==> src/rtl/line_engine_pkg.sv <==
// Shared types and default geometry for the Bresenham line engine.
package line_engine_pkg;

   typedef enum logic [1:0] {
      ST_IDLE,
      ST_SETUP,
      ST_DRAW
   } state_t;

   localparam logic [31:0] DEF_FB_BASE = 32'h1000_0000;
   localparam int unsigned DEF_H_RES   = 800;
   localparam int unsigned DEF_V_RES   = 600;

endpackage

==> src/rtl/line_engine_setup.sv <==
// Combinational Bresenham setup: orders the endpoints so the walk always runs
// along +x of the major axis, and derives the step constants.
module line_engine_setup (
   input  logic [9:0]         x0_i,
   input  logic [9:0]         y0_i,
   input  logic [9:0]         x1_i,
   input  logic [9:0]         y1_i,
   output logic               steep_o,
   output logic [9:0]         sx_o,
   output logic [9:0]         sy_o,
   output logic [9:0]         ex_o,
   output logic [10:0]        dx_o,
   output logic [10:0]        dy_o,
   output logic               yneg_o,
   output logic signed [11:0] err_o
);

   logic [9:0] adx, ady;
   logic [9:0] a0, b0, a1, b1;
   logic [9:0] ey;

   always_comb begin
      adx     = (x1_i >= x0_i) ? (x1_i - x0_i) : (x0_i - x1_i);
      ady     = (y1_i >= y0_i) ? (y1_i - y0_i) : (y0_i - y1_i);
      steep_o = ady > adx;

      // a is the major axis after the steep swap, b the minor one
      a0 = steep_o ? y0_i : x0_i;
      b0 = steep_o ? x0_i : y0_i;
      a1 = steep_o ? y1_i : x1_i;
      b1 = steep_o ? x1_i : y1_i;

      if (a0 > a1) begin
         sx_o = a1;
         sy_o = b1;
         ex_o = a0;
         ey   = b0;
      end else begin
         sx_o = a0;
         sy_o = b0;
         ex_o = a1;
         ey   = b1;
      end

      dx_o   = {1'b0, ex_o - sx_o};
      dy_o   = {1'b0, (ey >= sy_o) ? (ey - sy_o) : (sy_o - ey)};
      yneg_o = sy_o > ey;
      err_o  = $signed({2'b00, dx_o[10:1]});
   end

endmodule

==> src/rtl/line_engine.sv <==
// Bresenham line rasteriser: latches endpoints/colour from the CPU port and
// emits one framebuffer pixel write per accepted step, clipping off-screen pixels.
module line_engine
   import line_engine_pkg::*;
#(
   parameter logic [31:0] FB_BASE = DEF_FB_BASE,
   parameter int unsigned H_RES   = DEF_H_RES,
   parameter int unsigned V_RES   = DEF_V_RES
) (
   input  logic        clk,
   input  logic        rst,
   input  logic [31:0] line_color,
   input  logic [9:0]  line_point,
   input  logic        line_color_valid,
   input  logic        line_x0_valid,
   input  logic        line_y0_valid,
   input  logic        line_x1_valid,
   input  logic        line_y1_valid,
   input  logic        line_trigger,
   output logic        line_ready,
   output logic        px_valid,
   input  logic        px_ready,
   output logic [31:0] px_addr,
   output logic [31:0] px_wdata
);

   localparam logic [10:0] H_LIM = 11'(H_RES);
   localparam logic [10:0] V_LIM = 11'(V_RES);

   state_t state_q, state_d;

   logic [23:0] color_q;
   logic [9:0]  x0_q, y0_q, x1_q, y1_q;

   logic [9:0]         x_q, y_q, xe_q;
   logic [10:0]        dx_q, dy_q;
   logic signed [11:0] err_q;
   logic               steep_q, yneg_q;

   logic               su_steep, su_yneg;
   logic [9:0]         su_sx, su_sy, su_ex;
   logic [10:0]        su_dx, su_dy;
   logic signed [11:0] su_err;

   logic [9:0]         plot_x, plot_y;
   logic               clip, draw, advance;
   logic signed [11:0] err_dec, err_d;
   logic [9:0]         y_d;

   line_engine_setup u_setup (
      .x0_i   (x0_q),
      .y0_i   (y0_q),
      .x1_i   (x1_q),
      .y1_i   (y1_q),
      .steep_o(su_steep),
      .sx_o   (su_sx),
      .sy_o   (su_sy),
      .ex_o   (su_ex),
      .dx_o   (su_dx),
      .dy_o   (su_dy),
      .yneg_o (su_yneg),
      .err_o  (su_err)
   );

   always_comb begin
      // NOTE: every signal gets a default first so no path leaves it unassigned (no latch).
      state_d    = state_q;
      draw       = (state_q == ST_DRAW);
      line_ready = (state_q == ST_IDLE);

      plot_x   = steep_q ? y_q : x_q;
      plot_y   = steep_q ? x_q : y_q;
      clip     = ({1'b0, plot_x} >= H_LIM) || ({1'b0, plot_y} >= V_LIM);
      px_valid = draw && !clip;
      advance  = draw && (clip || px_ready);

      err_dec = err_q - $signed({1'b0, dy_q});
      err_d   = err_dec;
      y_d     = y_q;
      if (err_dec[11]) begin
         y_d   = yneg_q ? (y_q - 10'd1) : (y_q + 10'd1);
         err_d = err_dec + $signed({1'b0, dx_q});
      end

      px_addr  = draw ? (FB_BASE + {10'b0, plot_y, 12'b0} + {20'b0, plot_x, 2'b0}) : 32'h0;
      px_wdata = {8'h00, color_q};

      case (state_q)
         ST_IDLE:  if (line_trigger) state_d = ST_SETUP;
         ST_SETUP: state_d = ST_DRAW;
         ST_DRAW:  if (advance && (x_q == xe_q)) state_d = ST_IDLE;
         default:  state_d = ST_IDLE;
      endcase
   end

   always_ff @(posedge clk or posedge rst) begin
      if (rst) begin
         state_q <= ST_IDLE;
         color_q <= '0;
         x0_q    <= '0;
         y0_q    <= '0;
         x1_q    <= '0;
         y1_q    <= '0;
         x_q     <= '0;
         y_q     <= '0;
         xe_q    <= '0;
         dx_q    <= '0;
         dy_q    <= '0;
         err_q   <= '0;
         steep_q <= 1'b0;
         yneg_q  <= 1'b0;
      end else begin
         // NOTE: non-blocking so every register samples pre-edge values of the others.
         state_q <= state_d;

         // strobes landing with the trigger are captured in time for SETUP
         if (state_q == ST_IDLE) begin
            if (line_color_valid) color_q <= line_color[23:0];
            if (line_x0_valid)    x0_q    <= line_point;
            if (line_y0_valid)    y0_q    <= line_point;
            if (line_x1_valid)    x1_q    <= line_point;
            if (line_y1_valid)    y1_q    <= line_point;
         end

         if (state_q == ST_SETUP) begin
            x_q     <= su_sx;
            y_q     <= su_sy;
            xe_q    <= su_ex;
            dx_q    <= su_dx;
            dy_q    <= su_dy;
            err_q   <= su_err;
            steep_q <= su_steep;
            yneg_q  <= su_yneg;
         end else if (advance) begin
            x_q   <= x_q + 10'd1;
            y_q   <= y_d;
            err_q <= err_d;
         end
      end
   end

endmodule

==> config.mk <==
export PLATFORM = sky130hd
export DESIGN_NAME = line_engine
export DESIGN_NICKNAME = d
export VERILOG_FILES = /design/src/rtl/line_engine_pkg.sv /design/src/rtl/line_engine_setup.sv /design/src/rtl/line_engine.sv
export SDC_FILE = /design/constraint.sdc
export NUM_CORES = 1
export LEC_CHECK = 0
export BUFFER_PORTS_ARGS = -buffer_cell sky130_fd_sc_hd__buf_2
export CAP_MARGIN = 20
export CORE_MARGIN = 5
export CORE_UTILIZATION = 45
export CTS_BUF_LIST = sky130_fd_sc_hd__clkbuf_4 sky130_fd_sc_hd__clkbuf_8
export CTS_CLUSTER_SIZE = 12
export DETAILED_ROUTE_END_ITERATION = 8
export GPL_ROUTABILITY_DRIVEN = 1
export PLACE_DENSITY_LB_ADDON = 0.12
export SETUP_SLACK_MARGIN = 0.15
export SLEW_MARGIN = 20
export SYNTH_ARGS = -nofsm -noshare
export SYNTH_HDL_FRONTEND = slang
export SYNTH_SLANG_ARGS = --single-unit
==> constraint.sdc <==
create_clock -name clk -period 13.03 [get_ports clk]
set_input_delay 1.9545 -clock clk [delete_from_list [all_inputs] [get_ports clk]]
set_output_delay 1.9545 -clock clk [all_outputs]
set_load 0.005 [all_outputs]
==> results of run 1 <==
==> routing by layer <==
layer	vias to the layer above	track usage	part of all wire
li1	5200	-	-
met1	4951	0.321	0.47
met2	278	0.378	0.46
met3	31	0.0354	0.055
met4	0	0.0492	0.013
met5	-	0	0
==> sequential cells by signal (all words and copies together), names as in the netlist <==
name     flops
x0_q        10
dy_q        10
state_q      2
err_q       12
x1_q        10
color_q     24
x_q         10
y0_q        10
y_q         10
dx_q        10
y1_q        10
yneg_q       1
steep_q      1
xe_q        10
==> how the worst min path moves through the flow <==
stage / start / slack, ns / end
2_1_floorplan: dy_q[1] / 0.45 / dy_q[1]
3_3_place_gp: dy_q[8] / 0.47 / dy_q[8]
6_report: dy_q[7] / 0.49 / dy_q[7]
4_1_cts: dy_q[5] / 0.49 / dy_q[5]
5_1_grt: color_q[0] / 0.52 / color_q[0]
3_5_place_dp: dy_q[5] / 0.47 / dy_q[5]
==> worst reg2reg max path: cells and delay by family (launching register included) <==
kind / cells / cell delay, ns
adder cells (fa/ha/maj): 5 / 1.89
multiplexers: 3 / 1.13
AO/OA/AOI/OAI: 22 / 5.50
buffers and inverters: 4 / 0.63
flip-flops: 1 / 0.40
XOR/XNOR: 2 / 0.33
AND/OR/NAND/NOR: 6 / 1.74
==> layout make-up <==
| type | count | area [sq um] |
|---|---|---|
| Tap cell | 335 | 419 |
| Clock buffer | 18 | 241 |
| Fill cell | 2540 | 13100 |
| Clock inverter | 14 | 141 |
| Timing Repair Buffer | 106 | 573 |
| Inverter | 120 | 455 |
| Sequential cell | 130 | 3250 |
| Multi-Input combinational cell | 1136 | 7770 |
==> synth_stat cells (6+ instances only) <==
master and n:
a211oi_1 19, a21o_1 23, a21oi_1 107, a221o_1 9
a31oi_1 7, and2_1 18, buf_1 10, buf_2 8
buf_4 24, clkbuf_1 48, dfrtp_1 130, fa_1 9
ha_1 106, inv_1 120, mux2_2 36, mux2i_1 62
nand2_1 169, nand2b_1 7, nand3_1 30, nor2_1 118
nor2b_1 8, nor3_1 31, o211ai_1 32, o21a_1 8
o21ai_0 125, o21ai_1 8, o21bai_1 24, or4_1 6
xnor2_1 48, xor2_1 14
==> kinds of logic (layout without fill, tap and decap cells) <==
kind of cell    count (synthesis)  in the layout  share of synthesized area
compound gates                425            425                      0.229
simple gates                  413            413                      0.155
buf+inv                       213            258                     0.0778
flops                         130            130                      0.275
fa+ha+maj                     117            117                      0.129
mux                           100            100                     0.0888
xor+xnor                       62             62                     0.0458
other cells                     1             19                   0.000316
==> through the flow <==
| stage | setup slack (ns) | hold WS, ns | util | cells |
|---|---|---|---|---|
| finish | 1.26 | 0.491 | 0.495 | 1859 |
| global route | 0.347 | 0.525 | 0.495 | 1859 |
| CTS | 1.33 | 0.491 | 0.495 | 1859 |
| detailed placement | 1.37 | 0.473 | 0.480 | 1827 |
| global placement | 1.48 | 0.469 | 0.480 | 1827 |
| floorplan | 2.55 | 0.450 | - | 1479 |
==> metrics.cfg, run 1 <==
[clock_network]
htreeDepth = 4
worstSkewPairLatency_ns = 0.46
cts_repair_resize_count = 0
path_clk_slew_ns = 0.08
root_buffer = clkbuf_8
cts_sinks = 130
clk_path_buf_depth = 2
cts_setup_buffers = 0
cts_made_buffers = 17
postCtsHoldBufs = 0
cts_tree = yes

[floorplan]
rows = 59
start_util = 0.456
fp.dieW_um = 172
core_sq_um = 26000
die-area_sq_um = 29700
chipHeight_um = 172
ios = 117

[setup_path]
critical_path_required_ns = 13.32
slowest_stage = or4_1
path_depth = 42
r2r_end = dy_q[8]
crit_buf_inv = 4
reg2reg_slack_ns = 1.26
crit_path_frequent_cell = a21oi_1
reg2reg_from = y1_q[0]
start_kind = flip-flop
crit_family = compound AO/OA/AOI/OAI gates
endpoint_kind = flip-flop
cp.arrival_ns = 12.06
ff2ff_path_depth = 42
cp-startpoint = y1_q[0]
cp_slowest_stage_delay_ns = 0.74
crit_type = flip-flop to flip-flop
cp-endpoint = dy_q[8]
path_max_fanout = 66

[grt]
grt_pass1_vias = 10100
antenna_found_initial = 0
grt_pass1_wl_um = 53900
grt_usage = 0.229
grt_max_degree = 80
grt-ovfl-total = 0

[timing]
hold_viol_final = 0
setup_violations = 0
maxSlewViolCount = 0
rsz0062_at_grt = no
finalCriticalPeriod_ns = 11.77
finalSetupTns_ns = 0
relSlewSlack = 0.264
fmax_mhz = 85.0
tightest_slew_ns = 1.10
worst_clock_skew_ns = 0.0303
post-route-period-util = 0.903

[final_layout]
nets = 1677
n_antenna_cell = 0
drive_gt1_frac = 0.129
design_area_sq_um = 12900
area_growth_pct = 8.49
final_cell_mix = nand2_1 (169), dfrtp_1 (130), o21ai_0 (125)
final_common_cell = nand2_1

[yosys]
synth_top_area_share = 0.275
synth_cells = 1461
syn_area_per_cell_sq_um = 8.11
yosysWarnings = 0
ys_ff_latch = 130
synth_top_cell_by_area = dfrtp_1
yosysUniqueCellTypes = 81
synth-edff-count = 0
dominantRegCellSynth = dfrtp_1
synth.yosys.seq_area_share = 0.275
netlist_area_sq_um = 11900
ys_async_sr_fraction = 1.00
synthTopCellsByArea = dfrtp_1 (27%), ha_1 (11%), nand2_1 (5.4%)

[place]
port_buffers = 89
place.gp.congestion = 0.898
dp_hpwl_um = 25600
dpl-instance-area_sq_um = 12500

[drt]
drc_errors = 0
drt_pre_antenna_iters = 5
dr_total_vias = 10460
ant_nets = 0
post_drt_via_cell_ratio = 5.63
routedWlPerCell_um = 17.9
drt_iter0_drc = 740
wirelength_um = 33400

[run]
maxCapViolCount = 0

[min_path]
hp-class = flip-flop to flip-flop
min_path_cells = 2

[outcome]
outcome = complete, no violations

Power of run 1 is not shown: default switching activity piles up to over one toggle a cycle in this logic, so the estimate is an artifact.
==> run 2, diff against run 1 <==
Settings changed: CORE_UTILIZATION 45 to 24.
==> metrics.cfg, run 2 (synthesis gave the netlist of run 1 again) <==
[clock_network]
cts_repair_resize_count = 0
clk_path_buf_depth = 2
path_clk_slew_ns = 0.09
cts_sinks = 130
root_buffer = clkbuf_8
cts_tree = yes
worstSkewPairLatency_ns = 0.55
postCtsHoldBufs = 0
cts_made_buffers = 17
cts_setup_buffers = 0
htreeDepth = 4

[final_layout]
nets = 1682
final_cell_mix = nand2_1 (169), dfrtp_1 (130), o21ai_0 (125)
largest-register = color_q
final_common_cell = nand2_1
final_util = 0.273
drive_gt1_frac = 0.133
largest_reg_flops = 24
largestRegisters = color_q x24, err_q x12
area_growth_pct = 12.7

[drt]
dr_total_vias = 10286
routedWlPerCell_um = 17.9
wirelength_um = 39200
post_drt_via_cell_ratio = 4.69
ant_nets = 0
drt_pre_antenna_iters = 5
drt_iter0_drc = 504
drc_errors = 0

[setup_path]
critical_path_required_ns = 13.43
cp.arrival_ns = 12.08
endpoint_kind = flip-flop
cp_slowest_stage_delay_ns = 0.54
slowest_stage = o21ai_4
crit_type = flip-flop to flip-flop
crit_path_frequent_cell = a21oi_1
start_kind = flip-flop
path_max_fanout = 21

[timing]
post-route-period-util = 0.896
maxSlewViolCount = 0
fmax_mhz = 85.6
tightest_slew_ns = 0.997
worst_clock_skew_ns = 0.0159
finalSetupTns_ns = 0
setup_violations = 0
setup_ws_ns = 1.35
whs_ns = 0.490
finalCriticalPeriod_ns = 11.68
hold_viol_final = 0
relSlewSlack = 0.336
rsz0062_at_grt = no

[floorplan]
die-area_sq_um = 53900
rows = 81
fp.dieW_um = 232
chipHeight_um = 232
start_util = 0.243
ios = 117
core_sq_um = 48800

[grt]
grt_usage = 0.149
antenna_found_initial = 0
grt_pass1_wl_um = 61500
grt_max_degree = 79
grt-ovfl-total = 0
grt_pass1_vias = 10421

[run]
maxCapViolCount = 0

[place]
preCtsSetupSlack_ns = 1.39
port_buffers = 89
dp_hpwl_um = 30600
place.gp.congestion = 0.824

[outcome]
outcome = complete, no violations

[min_path]
hp-class = flip-flop to flip-flop

[run 2: area by class of cell]
type | instances | area (sq um)
clock inverter | 10 | 159
clock buffer | 21 | 270
inverter | 120 | 455
fill | 5414 | 35500
multi-input combinational | 1136 | 7780
tap | 664 | 831
sequential | 130 | 3250
timing repair buffer | 111 | 611
antenna | 1 | 2.50
[run 2: path summary, 6_finish.rpt]
| path | from | to | slack (ns) | cells after the start |
|---|---|---|---|---|
| setup reg to reg | x1_q[3] | dy_q[8] | 1.35 | 42 |
| min in group asynchronous | rst | color_q[6] | 1.50 | 2 |
| hold reg to reg | dy_q[4] | dy_q[4] | 0.49 | 2 |
| setup / recovery | x1_q[3] | dy_q[8] | 1.35 | 42 |
| max in group asynchronous | rst | x1_q[1] | 10.19 | 3 |
| hold / removal | dy_q[4] | dy_q[4] | 0.49 | 2 |
[run 2: per-layer routing]
| layer | GRT usage | up-vias | wire (um) |
|---|---|---|---|
| met2 | 0.231 | 165 | 17200 |
| li1 | - | 5211 | - |
| met1 | 0.210 | 4882 | 19800 |
| met4 | 0.0421 | 0 | 679 |
| met5 | 0 | - | 0 |
| met3 | 0.0311 | 28 | 1600 |
[run 2: stage by stage]
stage / cell area, sq um / cells
floorplan: 11900 / 1479
global placement: 12900 / 2161
detailed placement: 12900 / 2161
CTS: 13400 / 2192
global route: 13400 / 2192
finish: 13400 / 2193
[run 2: worst max-delay path: cells and delay by family, from the launching register on]
kind / cells / cell delay [ns]
AO/OA/AOI/OAI: 23 / 6.04
flip-flops: 1 / 0.49
adder cells (fa/ha/maj): 4 / 1.63
AND/OR/NAND/NOR: 8 / 2.00
XOR/XNOR: 1 / 0.29
buffers and inverters: 5 / 0.82
multiplexers: 1 / 0.23
Power of run 2 is left out for the same reason.
